### src/rtl/calib_pulse_sequencer_pkg.sv
// Shared calibration package for the calibration-trigger initiator.
// Contents:
//   LAT_W_DEF   - default width of latency counters/results
//   TMO_CYC_DEF - default CAL_GTRG timeout in CLKCMS cycles
//   seq_state_t - sequencer FSM state encoding (legacy 3-bit values)
//   STROBE_INJ / STROBE_PLS - MODE values selecting CCBINJ or CCBPLS
package calib_pulse_sequencer_pkg;

    localparam int unsigned LAT_W_DEF   = 8;
    localparam int unsigned TMO_CYC_DEF = 250;

    typedef enum logic [2:0] {
        ST_IDLE = 3'd0,
        ST_FIRE = 3'd1,
        ST_WAIT = 3'd2,
        ST_GAP  = 3'd3,
        ST_FIN  = 3'd4
    } seq_state_t;

    localparam logic STROBE_INJ = 1'b0;
    localparam logic STROBE_PLS = 1'b1;

endpackage

### src/rtl/calib_pulse_sequencer_if.sv
// Bus between the JTAG/calibration-trigger side and calib_pulse_sequencer.
// master modport (sequencer):
//   in : START, ABORT, MODE, NPULSE[7:0], SPACING[15:0], CAL_GTRG, CALLCT_1
//   out: CCBINJ, CCBPLS, BUSY, DONE, TMO_ERR, SENT_CNT[7:0], GTRG_CNT[7:0],
//        LCT_CNT[7:0], LAST_GLAT[LAT_W-1:0], LAST_LLAT[LAT_W-1:0]
// slave modport: the same signals with directions reversed.
interface calib_pulse_sequencer_if
    import calib_pulse_sequencer_pkg::*;
#(
    parameter int unsigned LAT_W = LAT_W_DEF
) ();

    logic             START;
    logic             ABORT;
    logic             MODE;
    logic [7:0]       NPULSE;
    logic [15:0]      SPACING;
    logic             CAL_GTRG;
    logic             CALLCT_1;
    logic             CCBINJ;
    logic             CCBPLS;
    logic             BUSY;
    logic             DONE;
    logic             TMO_ERR;
    logic [7:0]       SENT_CNT;
    logic [7:0]       GTRG_CNT;
    logic [7:0]       LCT_CNT;
    logic [LAT_W-1:0] LAST_GLAT;
    logic [LAT_W-1:0] LAST_LLAT;

    modport master (
        input  START, ABORT, MODE, NPULSE, SPACING, CAL_GTRG, CALLCT_1,
        output CCBINJ, CCBPLS, BUSY, DONE, TMO_ERR,
               SENT_CNT, GTRG_CNT, LCT_CNT, LAST_GLAT, LAST_LLAT
    );

    modport slave (
        output START, ABORT, MODE, NPULSE, SPACING, CAL_GTRG, CALLCT_1,
        input  CCBINJ, CCBPLS, BUSY, DONE, TMO_ERR,
               SENT_CNT, GTRG_CNT, LCT_CNT, LAST_GLAT, LAST_LLAT
    );

endinterface

### src/rtl/calib_pulse_sequencer_edge_lat_capture.sv
// Returned-strobe watcher: registers the strobe, detects rising edges, and
// while armed counts the first edge of each shot and captures its latency.
// Ports:
//   CLKCMS, RST - clock, async active-high reset
//   i_sig       - raw returned strobe
//   i_arm       - edges are accepted only while high (sequencer WAIT state)
//   i_clear     - run start: clears count, captured latency and shot flag
//   i_shot      - new shot issued: re-enables first-edge capture
//   i_lat       - shared latency count
//   o_edge      - accepted edge this cycle
//   o_last      - latency of the last accepted edge
//   o_cnt       - number of accepted edges this run
module edge_lat_capture #(
    parameter int unsigned LAT_W = 8
) (
    input  logic             CLKCMS,
    input  logic             RST,
    input  logic             i_sig,
    input  logic             i_arm,
    input  logic             i_clear,
    input  logic             i_shot,
    input  logic [LAT_W-1:0] i_lat,
    output logic             o_edge,
    output logic [LAT_W-1:0] o_last,
    output logic [7:0]       o_cnt
);

    logic             r_cur;
    logic             r_prev;
    logic             r_seen;
    logic [LAT_W-1:0] r_last;
    logic [7:0]       r_cnt;
    logic             w_rise;

    assign w_rise = r_cur & ~r_prev;
    // r_seen blocks later edges of the same shot
    assign o_edge = w_rise & i_arm & ~r_seen;
    assign o_last = r_last;
    assign o_cnt  = r_cnt;

    always_ff @(posedge CLKCMS or posedge RST) begin
        if (RST) begin
            r_cur  <= 1'b0;
            r_prev <= 1'b0;
            r_seen <= 1'b0;
            r_last <= '0;
            r_cnt  <= '0;
        end else begin
            r_cur  <= i_sig;
            r_prev <= r_cur;
            if (i_clear) begin
                r_seen <= 1'b0;
                r_last <= '0;
                r_cnt  <= '0;
            end else if (i_shot) begin
                r_seen <= 1'b0;
            end else if (o_edge) begin
                r_seen <= 1'b1;
                r_last <= i_lat;
                r_cnt  <= r_cnt + 8'd1;
            end
        end
    end

endmodule

### src/rtl/calib_pulse_sequencer.sv
// Calibration-trigger initiator: fires a programmed train of CCBINJ/CCBPLS
// strobes, measures CAL_GTRG / CALLCT_1 return latency and counts returns,
// and flags shots whose CAL_GTRG does not come back within TMO_CYC cycles.
// Ports:
//   CLKCMS - system clock (posedge)
//   RST    - asynchronous active-high reset
//   cal    - calib_pulse_sequencer_if master modport (control, strobes,
//            returned strobes, status and readback counters)
module calib_pulse_sequencer
    import calib_pulse_sequencer_pkg::*;
#(
    parameter int unsigned LAT_W   = LAT_W_DEF,
    parameter int unsigned TMO_CYC = TMO_CYC_DEF
) (
    input logic                     CLKCMS,
    input logic                     RST,
    calib_pulse_sequencer_if.master cal
);

    localparam logic [LAT_W-1:0] TMO_VAL = LAT_W'(TMO_CYC);

    seq_state_t       r_state;
    seq_state_t       w_state_nx;
    logic             r_start_cur;
    logic             r_start_prev;
    logic [7:0]       r_npulse;
    logic [15:0]      r_spacing;
    logic             r_mode;
    logic [7:0]       r_sent;
    logic [LAT_W-1:0] r_lat;
    logic [15:0]      r_gap;
    logic             r_tmo;
    logic             r_inj;
    logic             r_pls;
    logic             r_busy;
    logic             r_done;

    logic             w_start_edge;
    logic             w_run_clear;
    logic             w_mode_nx;
    logic             w_gtrg_edge;
    logic             w_lct_edge;
    logic             w_tmo;
    logic             w_in_wait;
    logic             w_in_fire;

    assign w_start_edge = r_start_cur & ~r_start_prev;
    assign w_in_wait    = (r_state == ST_WAIT);
    assign w_in_fire    = (r_state == ST_FIRE);
    assign w_run_clear  = (r_state == ST_IDLE) && w_start_edge && !cal.ABORT;
    // MODE is latched in the same cycle the first strobe is registered
    assign w_mode_nx    = w_run_clear ? cal.MODE : r_mode;
    // a GTRG edge in the timeout cycle wins
    assign w_tmo        = w_in_wait && !w_gtrg_edge && (r_lat == TMO_VAL);

    edge_lat_capture #(.LAT_W(LAT_W)) u_gtrg (
        .CLKCMS  (CLKCMS),
        .RST     (RST),
        .i_sig   (cal.CAL_GTRG),
        .i_arm   (w_in_wait),
        .i_clear (w_run_clear),
        .i_shot  (w_in_fire),
        .i_lat   (r_lat),
        .o_edge  (w_gtrg_edge),
        .o_last  (cal.LAST_GLAT),
        .o_cnt   (cal.GTRG_CNT)
    );

    edge_lat_capture #(.LAT_W(LAT_W)) u_lct (
        .CLKCMS  (CLKCMS),
        .RST     (RST),
        .i_sig   (cal.CALLCT_1),
        .i_arm   (w_in_wait),
        .i_clear (w_run_clear),
        .i_shot  (w_in_fire),
        .i_lat   (r_lat),
        .o_edge  (w_lct_edge),
        .o_last  (cal.LAST_LLAT),
        .o_cnt   (cal.LCT_CNT)
    );

    always_comb begin
        w_state_nx = r_state;
        case (r_state)
            ST_IDLE: if (w_start_edge) w_state_nx = (cal.NPULSE == '0) ? ST_FIN : ST_FIRE;
            ST_FIRE: w_state_nx = ST_WAIT;
            ST_WAIT: if (w_gtrg_edge || w_tmo) w_state_nx = ST_GAP;
            // GAP lasts SPACING+1 cycles
            ST_GAP:  if (r_gap == r_spacing) w_state_nx = (r_sent == r_npulse) ? ST_FIN : ST_FIRE;
            ST_FIN:  w_state_nx = ST_IDLE;
            default: w_state_nx = ST_IDLE;
        endcase
        if (cal.ABORT) w_state_nx = ST_IDLE;
    end

    always_ff @(posedge CLKCMS or posedge RST) begin
        if (RST) begin
            r_state      <= ST_IDLE;
            r_start_cur  <= 1'b0;
            r_start_prev <= 1'b0;
            r_npulse     <= '0;
            r_spacing    <= '0;
            r_mode       <= 1'b0;
            r_sent       <= '0;
            r_lat        <= '0;
            r_gap        <= '0;
            r_tmo        <= 1'b0;
            r_inj        <= 1'b0;
            r_pls        <= 1'b0;
            r_busy       <= 1'b0;
            r_done       <= 1'b0;
        end else begin
            r_state      <= w_state_nx;
            r_start_cur  <= cal.START;
            r_start_prev <= r_start_cur;
            if (w_run_clear) begin
                r_npulse  <= cal.NPULSE;
                r_spacing <= cal.SPACING;
                r_mode    <= cal.MODE;
            end
            // outputs decoded from next state so they align with the state register
            r_inj  <= (w_state_nx == ST_FIRE) && (w_mode_nx == STROBE_INJ);
            r_pls  <= (w_state_nx == ST_FIRE) && (w_mode_nx == STROBE_PLS);
            r_busy <= (w_state_nx == ST_FIRE) || (w_state_nx == ST_WAIT) || (w_state_nx == ST_GAP);
            r_done <= (w_state_nx == ST_FIN);
            if (w_run_clear)    r_sent <= '0;
            else if (w_in_fire) r_sent <= r_sent + 8'd1;
            if (w_run_clear) r_tmo <= 1'b0;
            else if (w_tmo)  r_tmo <= 1'b1;
            if (w_in_fire)                     r_lat <= LAT_W'(1);
            else if (w_in_wait && r_lat != '1) r_lat <= r_lat + LAT_W'(1);
            if (r_state == ST_GAP) r_gap <= r_gap + 16'd1;
            else                   r_gap <= '0;
        end
    end

    assign cal.CCBINJ   = r_inj;
    assign cal.CCBPLS   = r_pls;
    assign cal.BUSY     = r_busy;
    assign cal.DONE     = r_done;
    assign cal.TMO_ERR  = r_tmo;
    assign cal.SENT_CNT = r_sent;

endmodule

### src/flat_wrapper.sv
// flat-port wrapper written by rule: the top's interface ports become plain ports
module calib_pulse_sequencer_flat import calib_pulse_sequencer_pkg::*;
#(
    parameter int unsigned LAT_W   = LAT_W_DEF,
    parameter int unsigned TMO_CYC = TMO_CYC_DEF
)
  (CLKCMS, RST, cal_START, cal_ABORT, cal_MODE, cal_NPULSE, cal_SPACING, cal_CAL_GTRG, cal_CALLCT_1, cal_CCBINJ, cal_CCBPLS, cal_BUSY, cal_DONE, cal_TMO_ERR, cal_SENT_CNT, cal_GTRG_CNT, cal_LCT_CNT, cal_LAST_GLAT, cal_LAST_LLAT);
  calib_pulse_sequencer_if #(.LAT_W(LAT_W)) cal_i ();
  input logic CLKCMS;
  input logic RST;
  input wire logic [$bits(cal_i.START)-1:0] cal_START;
  input wire logic [$bits(cal_i.ABORT)-1:0] cal_ABORT;
  input wire logic [$bits(cal_i.MODE)-1:0] cal_MODE;
  input wire logic [$bits(cal_i.NPULSE)-1:0] cal_NPULSE;
  input wire logic [$bits(cal_i.SPACING)-1:0] cal_SPACING;
  input wire logic [$bits(cal_i.CAL_GTRG)-1:0] cal_CAL_GTRG;
  input wire logic [$bits(cal_i.CALLCT_1)-1:0] cal_CALLCT_1;
  output wire logic [$bits(cal_i.CCBINJ)-1:0] cal_CCBINJ;
  output wire logic [$bits(cal_i.CCBPLS)-1:0] cal_CCBPLS;
  output wire logic [$bits(cal_i.BUSY)-1:0] cal_BUSY;
  output wire logic [$bits(cal_i.DONE)-1:0] cal_DONE;
  output wire logic [$bits(cal_i.TMO_ERR)-1:0] cal_TMO_ERR;
  output wire logic [$bits(cal_i.SENT_CNT)-1:0] cal_SENT_CNT;
  output wire logic [$bits(cal_i.GTRG_CNT)-1:0] cal_GTRG_CNT;
  output wire logic [$bits(cal_i.LCT_CNT)-1:0] cal_LCT_CNT;
  output wire logic [$bits(cal_i.LAST_GLAT)-1:0] cal_LAST_GLAT;
  output wire logic [$bits(cal_i.LAST_LLAT)-1:0] cal_LAST_LLAT;
  assign cal_i.START = cal_START;
  assign cal_i.ABORT = cal_ABORT;
  assign cal_i.MODE = cal_MODE;
  assign cal_i.NPULSE = cal_NPULSE;
  assign cal_i.SPACING = cal_SPACING;
  assign cal_i.CAL_GTRG = cal_CAL_GTRG;
  assign cal_i.CALLCT_1 = cal_CALLCT_1;
  assign cal_CCBINJ = cal_i.CCBINJ;
  assign cal_CCBPLS = cal_i.CCBPLS;
  assign cal_BUSY = cal_i.BUSY;
  assign cal_DONE = cal_i.DONE;
  assign cal_TMO_ERR = cal_i.TMO_ERR;
  assign cal_SENT_CNT = cal_i.SENT_CNT;
  assign cal_GTRG_CNT = cal_i.GTRG_CNT;
  assign cal_LCT_CNT = cal_i.LCT_CNT;
  assign cal_LAST_GLAT = cal_i.LAST_GLAT;
  assign cal_LAST_LLAT = cal_i.LAST_LLAT;
  calib_pulse_sequencer #(.LAT_W(LAT_W), .TMO_CYC(TMO_CYC)) u_core (.CLKCMS(CLKCMS), .RST(RST), .cal(cal_i));
endmodule
### config.mk
export PLATFORM = sky130hd
export DESIGN_NAME = calib_pulse_sequencer_flat
export DESIGN_NICKNAME = d
export VERILOG_FILES = /design/src/rtl/calib_pulse_sequencer_pkg.sv /design/src/rtl/calib_pulse_sequencer_if.sv /design/src/rtl/calib_pulse_sequencer_edge_lat_capture.sv /design/src/rtl/calib_pulse_sequencer.sv /design/src/flat_wrapper.sv
export SDC_FILE = /design/constraint.sdc
export NUM_CORES = 1
export LEC_CHECK = 0
export ABC_AREA = 1
export BUFFER_PORTS_ARGS = -buffer_cell sky130_fd_sc_hd__buf_2
export CORE_MARGIN = 8
export CORE_UTILIZATION = 33
export CTS_CLUSTER_SIZE = 8
export DETAILED_ROUTE_END_ITERATION = 10
export PLACE_DENSITY = 0.57
export SYNTH_ARGS = -nofsm -noshare
export SYNTH_HDL_FRONTEND = slang
export SYNTH_SLANG_ARGS = --single-unit
### constraint.sdc
create_clock -name CLKCMS -period 4.3 [get_ports CLKCMS]
set_input_delay 0.86 -clock CLKCMS [delete_from_list [all_inputs] [get_ports CLKCMS]]
set_output_delay 0.86 -clock CLKCMS [all_outputs]
set_load 0.02 [all_outputs]
==> reports/summary.txt, run 1 <==
Status -> finished clean
Met2 GRT Util -> 0.206
Final hold viol count -> 0
Critical path data required time -> 4.54 ns
First-pass GRT wire length -> 20,100 um
Die Y -> 139 um
Met3 Use GR -> 0.0322
Post-Syn Area -> 4950 um^2
CP Data Arrival Time -> 2.87 ns
P_int -> 0.00162 W
Clk sink count -> 105
Worst hold start -> u_core.u_lct.r_cur
Antenna Nets Post-Route -> 0
Hold buffers post-CTS -> 0
Top-area cell type share of the netlist area -> 0.530
Antenna violations before repair -> 0
Sequential power share -> 0.495
Drt pass-1 iters -> 4
CP max stage delay -> 0.72 ns
CP Launch Point -> cal_ABORT
Initial Util -> 0.340
Layout Skew -> 0.0134 ns
Max Freq -> 380 MHz
Net Sw Power -> 0.000710 W
Fin area -> 5830 um^2
Hpwl dp -> 8680 um
Top Ports -> 76
Leakage Power -> 2.88 nW
Die Area -> 19,200 um^2
MaxCap Viol Count -> 0
Area contributors post-synth -> dfrtp_1 (53%), nand2_1 (11%), inv_1 (6.4%)
Layout area overhead -> 17.6%
N_diodes -> 0
Routability cong. -> 0.865
Clock buffer count from CTS -> 9
Largest net degree at the start of global routing -> 63
Clock power frac -> 0.359
Crit-path leading delay family -> simple AND/OR/NAND/NOR gates
Min Hold Slack -> 0.381 ns
Pre-CTS WS -> 1.26 ns
GRT busiest layer -> met2
Part of the cycle the worst path needs -> 0.611
Fillcell total -> 1,518
Power per cell area -> 399 nW/um^2
Tmin final -> 2.63 ns
TNS Setup -> 0 ns
Startpoint types -> input pin
Unrepaired setup endpoints after global routing -> false
Mapped Cells -> 611
Post-synth top area cell -> dfrtp_1
Switching part of the total power -> 0.305
Multi-input gate area -> 1930 um^2
Setup Buffers After CTS -> 0
# rows -> 44
Final Slew Violations -> 0
Total power -> 0.00233 W
Synth warn -> 0
Share of layout cells above drive strength 1 -> 0.159
Core area -> 14,600 um^2
Final nets -> 723
CTS Buffer Depth -> 2
Slew @ Worst Pin -> 0.784 ns
Setup WS post-layout -> 1.67 ns
CP Max Fanout -> 50
CTS H-tree depth -> 3
CP bufs+invs -> 3
Flop2flop setup slack -> 1.74 ns
Combinational Power Share -> 0.146
CP Capture Type -> flop
#FFs+latches synth -> 105
Overall Global Routing Usage -> 0.126
Critical setup path kind -> in -> reg
Port Buffers -> 75
Maximum vdd drop -> 0.198 mV
Worst skew pair latency -> 0.36 ns
Setup violations, final -> 0
Post-placement cell area -> 5520 um^2
Vias in the first global route -> 4,124
Grt total ovfl -> 0
DRC -> 0
CP cell instances -> buf_2 -> nor2_2 -> nand3_4 -> inv_2 -> or2_2 -> o21ai_1 -> inv_1 -> nor2_1
Reg2reg end -> u_core.cal.CCBINJ
Hold crit path type -> reg -> reg
Clock slew at reported path FFs -> 0.08 ns
Sequential-to-total area share from yosys stat -> 0.530
Relative slew slack -> 0.478
Avg Inst Size Synth -> 8.11 um^2
Netlist cell types -> 28
Hold Path End -> u_core.u_lct.r_prev
Worst Hold Depth -> 0
Mapped Nets -> 648
Final WL -> 11,900 um
Critical-path cell with the highest stage delay -> inv_2
Detailed Route Iter0 Violations -> 323
Mean routed wirelength per cell -> 13.6 um
Vias per std cell -> 4.67
Via count -> 4,084
Clk root buf -> clkbuf_16
Post-cts gate resize count -> 0
Die Wd -> 139 um
Met1 usage -> 0.158
FF/Latch Area -> 2630 um^2
CTS tree -> done
Reg2reg path depth -> 7
R2r startpoint -> u_core.r_state[2]
## layout by cell type (no fill, tap or decap), types with 2 or more instances in the layout
| cell | n |
|---|---|
| a21oi_1 | 27 |
| buf_2 | 75 |
| buf_4 | 2 |
| clkbuf_16 | 9 |
| clkinv_4 | 2 |
| clkinv_8 | 2 |
| dfrtp_1 | 105 |
| ha_1 | 6 |
| inv_1 | 84 |
| inv_2 | 4 |
| inv_8 | 2 |
| nand2_1 | 147 |
| nand3_1 | 38 |
| nand3_4 | 2 |
| nand4_1 | 3 |
| nor2_1 | 63 |
| nor2_2 | 3 |
| nor3_1 | 23 |
| nor3_4 | 3 |
| nor3b_1 | 4 |
| nor4_1 | 3 |
| o21ai_0 | 62 |
| o21ai_1 | 3 |
| xor2_1 | 9 |
## synth_stat cells
cell / n
nor2_2: 3
nor4_1: 3
clkinv_1: 1
clkbuf_1: 7
nor3_4: 3
nand2_4: 1
or2_2: 1
nor3_1: 23
nand2_2: 1
nand3_4: 2
buf_2: 6
nor3_2: 1
xor2_1: 9
nor2_1: 63
nand2_1: 147
o21a_1: 1
a21oi_1: 27
nand3_1: 38
nand4_1: 3
o21ai_1: 3
dfrtp_1: 105
nor3b_1: 4
o22ai_1: 1
inv_2: 4
inv_1: 85
and3_1: 1
o21ai_0: 62
ha_1: 6
## state kept, by name (all words and copies together) (netlist names)
register              flops
u_core.r_gap             16
u_core.r_spacing         16
u_core.cal.SENT_CNT       8
u_core.r_lat              8
u_core.r_npulse           8
u_core.u_gtrg.o_cnt       8
u_core.u_gtrg.o_last      8
u_core.u_lct.o_cnt        8
u_core.u_lct.o_last       8
u_core.r_state            3
u_core.cal.BUSY           1
u_core.cal.CCBINJ         1
u_core.cal.CCBPLS         1
u_core.cal.DONE           1
u_core.cal.TMO_ERR        1
u_core.r_mode             1
u_core.r_start_cur        1
u_core.r_start_prev       1
u_core.u_gtrg.r_cur       1
u_core.u_gtrg.r_prev      1
u_core.u_gtrg.r_seen      1
u_core.u_lct.r_cur        1
u_core.u_lct.r_prev       1
u_core.u_lct.r_seen       1
## metrics by stage
stage,util,cells
5_1_grt,0.399,875
4_1_cts,0.399,875
3_3_place_gp,0.378,859
2_1_floorplan,-,611
6_report,0.399,875
3_5_place_dp,0.378,859
## power by group through the flow
stage	Sequential, W	Combinational (W)	Clock (W)
detailed placement	0.00117	0.000347	0
floorplan	0.00118	0.000218	0
global route	0.00117	0.000397	0.000899
CTS	0.00115	0.000348	0.000861
finish	0.00115	0.000340	0.000834
global placement	0.00117	0.000339	0
## cell type report
cell class | count | share of cell area
Clock buffer | 9 | 0.0387
Clock inverter | 7 | 0.0140
Inverter | 90 | 0.0584
Multi-Input combinational cell | 403 | 0.332
Sequential cell | 105 | 0.451
Tap cell | 184 | 0.0395
Timing Repair Buffer | 77 | 0.0670
## worst max-delay path by stage
stage | slack [ns] | cells past startpoint | to
after floorplan | 0.68 | 1 | u_core.cal.BUSY
after global placement | 1.32 | 8 | u_core.cal.CCBINJ
after detailed placement | 1.26 | 8 | u_core.cal.CCBINJ
after CTS | 1.63 | 8 | u_core.cal.CCBINJ
after global routing | 1.44 | 8 | u_core.cal.CCBINJ
final | 1.67 | 8 | u_core.cal.CCBINJ
## metal layers
metal	vias to the layer above	share of wire
met5	-	0
met2	71	0.47
li1	2091	-
met1	1908	0.47
met4	0	0.013
met3	14	0.044
## cells by family after synthesis
group | synth area share
AND/OR/NAND/NOR | 0.263
flip-flops | 0.530
adder cells (fa/ha/maj) | 0.0152
XOR/XNOR | 0.0159
buffers and inverters | 0.0796
AO/OA/AOI/OAI | 0.0957
No activity file was read; power rests on OpenSTA's default activity.
==> inputs of run 2 (changes only) <==
--- a/config.mk
+++ b/config.mk
@@ -5,13 +5,13 @@
 export SDC_FILE = /design/constraint.sdc
 export NUM_CORES = 1
 export LEC_CHECK = 0
-export ABC_AREA = 1
+export ABC_AREA = 0
 export BUFFER_PORTS_ARGS = -buffer_cell sky130_fd_sc_hd__buf_2
 export CORE_MARGIN = 8
 export CORE_UTILIZATION = 33
 export CTS_CLUSTER_SIZE = 8
 export DETAILED_ROUTE_END_ITERATION = 10
-export PLACE_DENSITY = 0.57
+export PLACE_DENSITY = 0.59
 export SYNTH_ARGS = -nofsm -noshare
 export SYNTH_HDL_FRONTEND = slang
 export SYNTH_SLANG_ARGS = --single-unit
==> constraint.sdc (replaced) <==
create_clock -name CLKCMS -period 2.38 [get_ports CLKCMS]
set_input_delay 0.476 -clock CLKCMS [delete_from_list [all_inputs] [get_ports CLKCMS]]
set_output_delay 0.476 -clock CLKCMS [all_outputs]
set_load 0.02 [all_outputs]
==> run 2 against run 1 <==
Setup slack worse by 1.4 ns. Wire length fell by 11%. Clock skew is 0.00058 ns lower. Highest routed layer is now met5. First-iteration DRC count decreased by 47%.
==> reports/summary.txt, run 2 <==
Status -> finished clean
Part of the cycle the worst path needs -> 0.879
Initial Util -> 0.336 (-0.00391)
CP max stage delay -> 0.53 ns (-0.19 ns)
DRC -> 0 (unchanged)
CTS H-tree depth -> 3 (unchanged)
Proportion of synthesized area in mux cells -> 0.00458 (+0.00458)
Worst skew pair latency -> 0.35 ns (about the same)
Max Freq -> 478 MHz
Largest net degree at the start of global routing -> 82 (+30%)
Tmin final -> 2.09 ns
Via count -> 3,381 (-17%)
Biggest regs -> u_core.r_gap (16), u_core.r_spacing (16)
Post-Synth Adder-Cell Area -> 0.0162 (+0.00102)
Area contributors post-synth -> dfrtp_1 (57%), xor2_1 (10%), nand2_1 (7.8%)
# rows -> 43 (-2.3%)
Net Sw Power -> 0.00122 W (+72%)
Critical setup path kind -> reg -> reg
Top-area cell type share of the netlist area -> 0.566 (+0.0358)
FF/Latch Area -> 2630 um^2 (unchanged)
Startpoint types -> flop
Port Buffers -> 75 (unchanged)
Power per cell area -> 773 nW/um^2 (+94%)
Final hold viol count -> 0 (unchanged)
Avg Inst Size Synth -> 10.3 um^2 (+27%)
Commonest non-fill, non-tap cell in the layout -> dfrtp_1
Hold crit path type -> in -> async
Antenna Nets Post-Route -> 0 (unchanged)
Most frequent cells in the layout -> dfrtp_1 (105), nand2_1 (96), buf_2 (75)
Antenna violations before repair -> 1 (+1)
Combinational Power Share -> 0.140 (-0.006)
Critical-path cell with the highest stage delay -> or3b_1
Post-synth top area cell -> dfrtp_1
Asr flop ratio synth -> 1.00 (unchanged)
XOR/XNOR share of the synthesized area -> 0.115 (+0.0992)
Mapped Cells -> 449 (-27%)
Die Wd -> 135 um (-2.8%)
Clk root buf -> clkbuf_16
Final WL -> 10,700 um (-11%)
CP cell instances -> or3b_1 -> nor3_4 -> o21bai_1 -> a32oi_1 -> a311o_1 -> nor3_1
Simple-gate area share of the yosys netlist -> 0.221 (-0.0418)
Slew @ Worst Pin -> 0.590 ns (-0.194 ns)
Setup WS post-layout -> 0.289 ns (-1.38 ns)
Vias in the first global route -> 3,474 (-16%)
Maximum vdd drop -> 0.357 mV (+80%)
TNS Setup -> 0 ns (unchanged)
Leakage Power -> 2.87 nW (-0.49%)
Hold buffers post-CTS -> 0 (unchanged)
EDFF count, synth -> 0 (unchanged)
Clk sink count -> 105 (unchanged)
Synth warn -> 0 (unchanged)
Drt pass-1 iters -> 4 (unchanged)
Setup violations, final -> 0 (unchanged)
Die Y -> 135 um (-2.8%)
CTS tree -> done
Most frequent cell after synthesis -> dfrtp_1
Top Ports -> 76 (unchanged)
Sequential-to-total area share from yosys stat -> 0.566 (+0.0358)
First-pass GRT wire length -> 17,600 um (-12%)
Sequential power share -> 0.510 (+0.015)
P_int -> 0.00307 W (+90%)
Mapped Nets -> 486 (-25%)
Share of layout cells above drive strength 1 -> 0.200 (+0.0404)
Die Area -> 18,100 um^2 (-5.6%)
Post-cts gate resize count -> 0 (unchanged)
Core area -> 13,800 um^2 (-5.2%)
Post-Syn Area -> 4640 um^2 (-6.3%)
Vias per std cell -> 4.76 (+1.9%)
Final Slew Violations -> 0 (unchanged)
CTS Buffer Depth -> 2 (unchanged)
Clock buffer count from CTS -> 9 (unchanged)
Post-synth top flop -> dfrtp_1
Hpwl dp -> 7750 um (-11%)
CP Capture Type -> flop
Overall Global Routing Usage -> 0.120 (-0.00557)
Routability cong. -> 0.797 (-8.0%)
Final nets -> 563 (-22%)
Unrepaired setup endpoints after global routing -> false
Pre-CTS WS -> 0.289 ns (-0.973 ns)
Switching part of the total power -> 0.284 (-0.0207)
Fillcell total -> 1,368 (-9.9%)
CP Data Arrival Time -> 2.35 ns (-0.52 ns)
Netlist cell types -> 41 (+46%)
Relative slew slack -> 0.605 (+0.128)
Detailed Route Iter0 Violations -> 170 (-47%)
Layout area overhead -> 19.6%
Layout Skew -> 0.0128 ns (-0.000579 ns)
Critical path data required time -> 2.64 ns (-1.90 ns)
Clock slew at reported path FFs -> 0.07 ns (about the same)
Grt total ovfl -> 0 (unchanged)
#FFs+latches synth -> 105 (unchanged)
Multi-input gate area -> 1920 um^2 (-0.65%)
Clock power frac -> 0.350 (-0.009)
MaxCap Viol Count -> 0 (unchanged)
Setup Buffers After CTS -> 0 (unchanged)
N_diodes -> 0 (unchanged)
CP Max Fanout -> 8 (-84%)
Mean routed wirelength per cell -> 15.0 um (+10%)
Compound-Gate Fraction of Synth Area -> 0.0561 (-0.0397)
Commonest cells post-synth -> dfrtp_1 (105), nand2_1 (96), xor2_1 (53)
Main combinational cell family by area after synthesis -> simple AND/OR/NAND/NOR gates
==> run 2: cell count changes after synthesis, moves of 14 or more <==
cell | previous run | this run
inv_1 | 85 | 6
o21ai_0 | 62 | 3
nand2_1 | 147 | 96
xor2_1 | 9 | 53
a21oi_1 | 27 | 4
nand3_1 | 38 | 18
a22o_1 | 0 | 17
nor3_1 | 23 | 7
nor2_1 | 63 | 49
==> run 2: cell type report <==
| cell class | instances | share of cell area |
|---|---|---|
| Timing Repair Buffer | 83 | 0.0807 |
| Tap cell | 180 | 0.0406 |
| Clock inverter | 5 | 0.0113 |
| Sequential cell | 105 | 0.473 |
| Clock buffer | 11 | 0.0437 |
| Inverter | 6 | 0.00473 |
| Multi-Input combinational cell | 321 | 0.346 |
==> run 2: path summary, 6_finish.rpt <==
path | startpoint | end | slack [ns] | depth (start not counted)
max | u_core.r_state[2] | u_core.cal.CCBINJ | 0.29 | 6
min reg2reg | u_core.u_gtrg.r_cur | u_core.u_gtrg.r_prev | 0.39 | 0
max reg2reg | u_core.r_state[2] | u_core.cal.CCBINJ | 0.29 | 6
max in group asynchronous | RST | u_core.u_gtrg.o_last[5] | 1.78 | 3
min | RST | u_core.r_spacing[10] | 0.23 | 3
min in group CLKCMS | cal_CALLCT_1 | u_core.u_lct.r_cur | 0.24 | 1
==> run 2: per-layer routing <==
| layer | vias to the layer above | GRT usage | wire length [um] |
|---|---|---|---|
| met5 | - | 0 | 10 |
| met4 | 2 | 0.0356 | 111 |
| met3 | 12 | 0.0379 | 654 |
| met2 | 76 | 0.193 | 4860 |
| met1 | 1622 | 0.152 | 5020 |
| li1 | 1669 | - | - |
==> run 2: through the flow <==
step | total power [W] | hold WS (ns) | util | std cells | instance area (um^2)
4_1_cts | 0.00436 | 0.225 | 0.402 | 711 | 5550
5_1_grt | 0.00451 | 0.230 | 0.402 | 711 | 5550
2_1_floorplan | 0.00259 | 0.346 | - | 449 | 4640
3_3_place_gp | 0.00282 | 0.369 | 0.379 | 695 | 5250
6_report | 0.00429 | 0.233 | 0.402 | 711 | 5550
3_5_place_dp | 0.00283 | 0.379 | 0.379 | 695 | 5250
==> run 2: cell families (layout without fill, tap and decap cells) <==
| kind of cell | count (synthesis) | after routing |
|---|---|---|
| AND/OR/NAND/NOR | 219 | 219 |
| multiplexers | 2 | 2 |
| flip-flops | 105 | 105 |
| XOR/XNOR | 61 | 61 |
| AO/OA/AOI/OAI | 33 | 33 |
| buffers and inverters | 23 | 105 |
| adder cells (fa/ha/maj) | 6 | 6 |
==> run 2: critical path: cells and delay by family, from the launching register on <==
family | cells | cell delay, ns
compound gates | 3 | 0.61
simple gates | 3 | 0.94
flops | 1 | 0.46
==> run 2: power groups by stage <==
stage | Sequential, W | Clock [W] | Combinational [W]
floorplan | 0.00221 | 0 | 0.000382
global placement | 0.00222 | 0 | 0.000598
detailed placement | 0.00222 | 0 | 0.000614
CTS | 0.00219 | 0.00155 | 0.000615
global route | 0.00221 | 0.00161 | 0.000683
finish | 0.00219 | 0.00150 | 0.000601
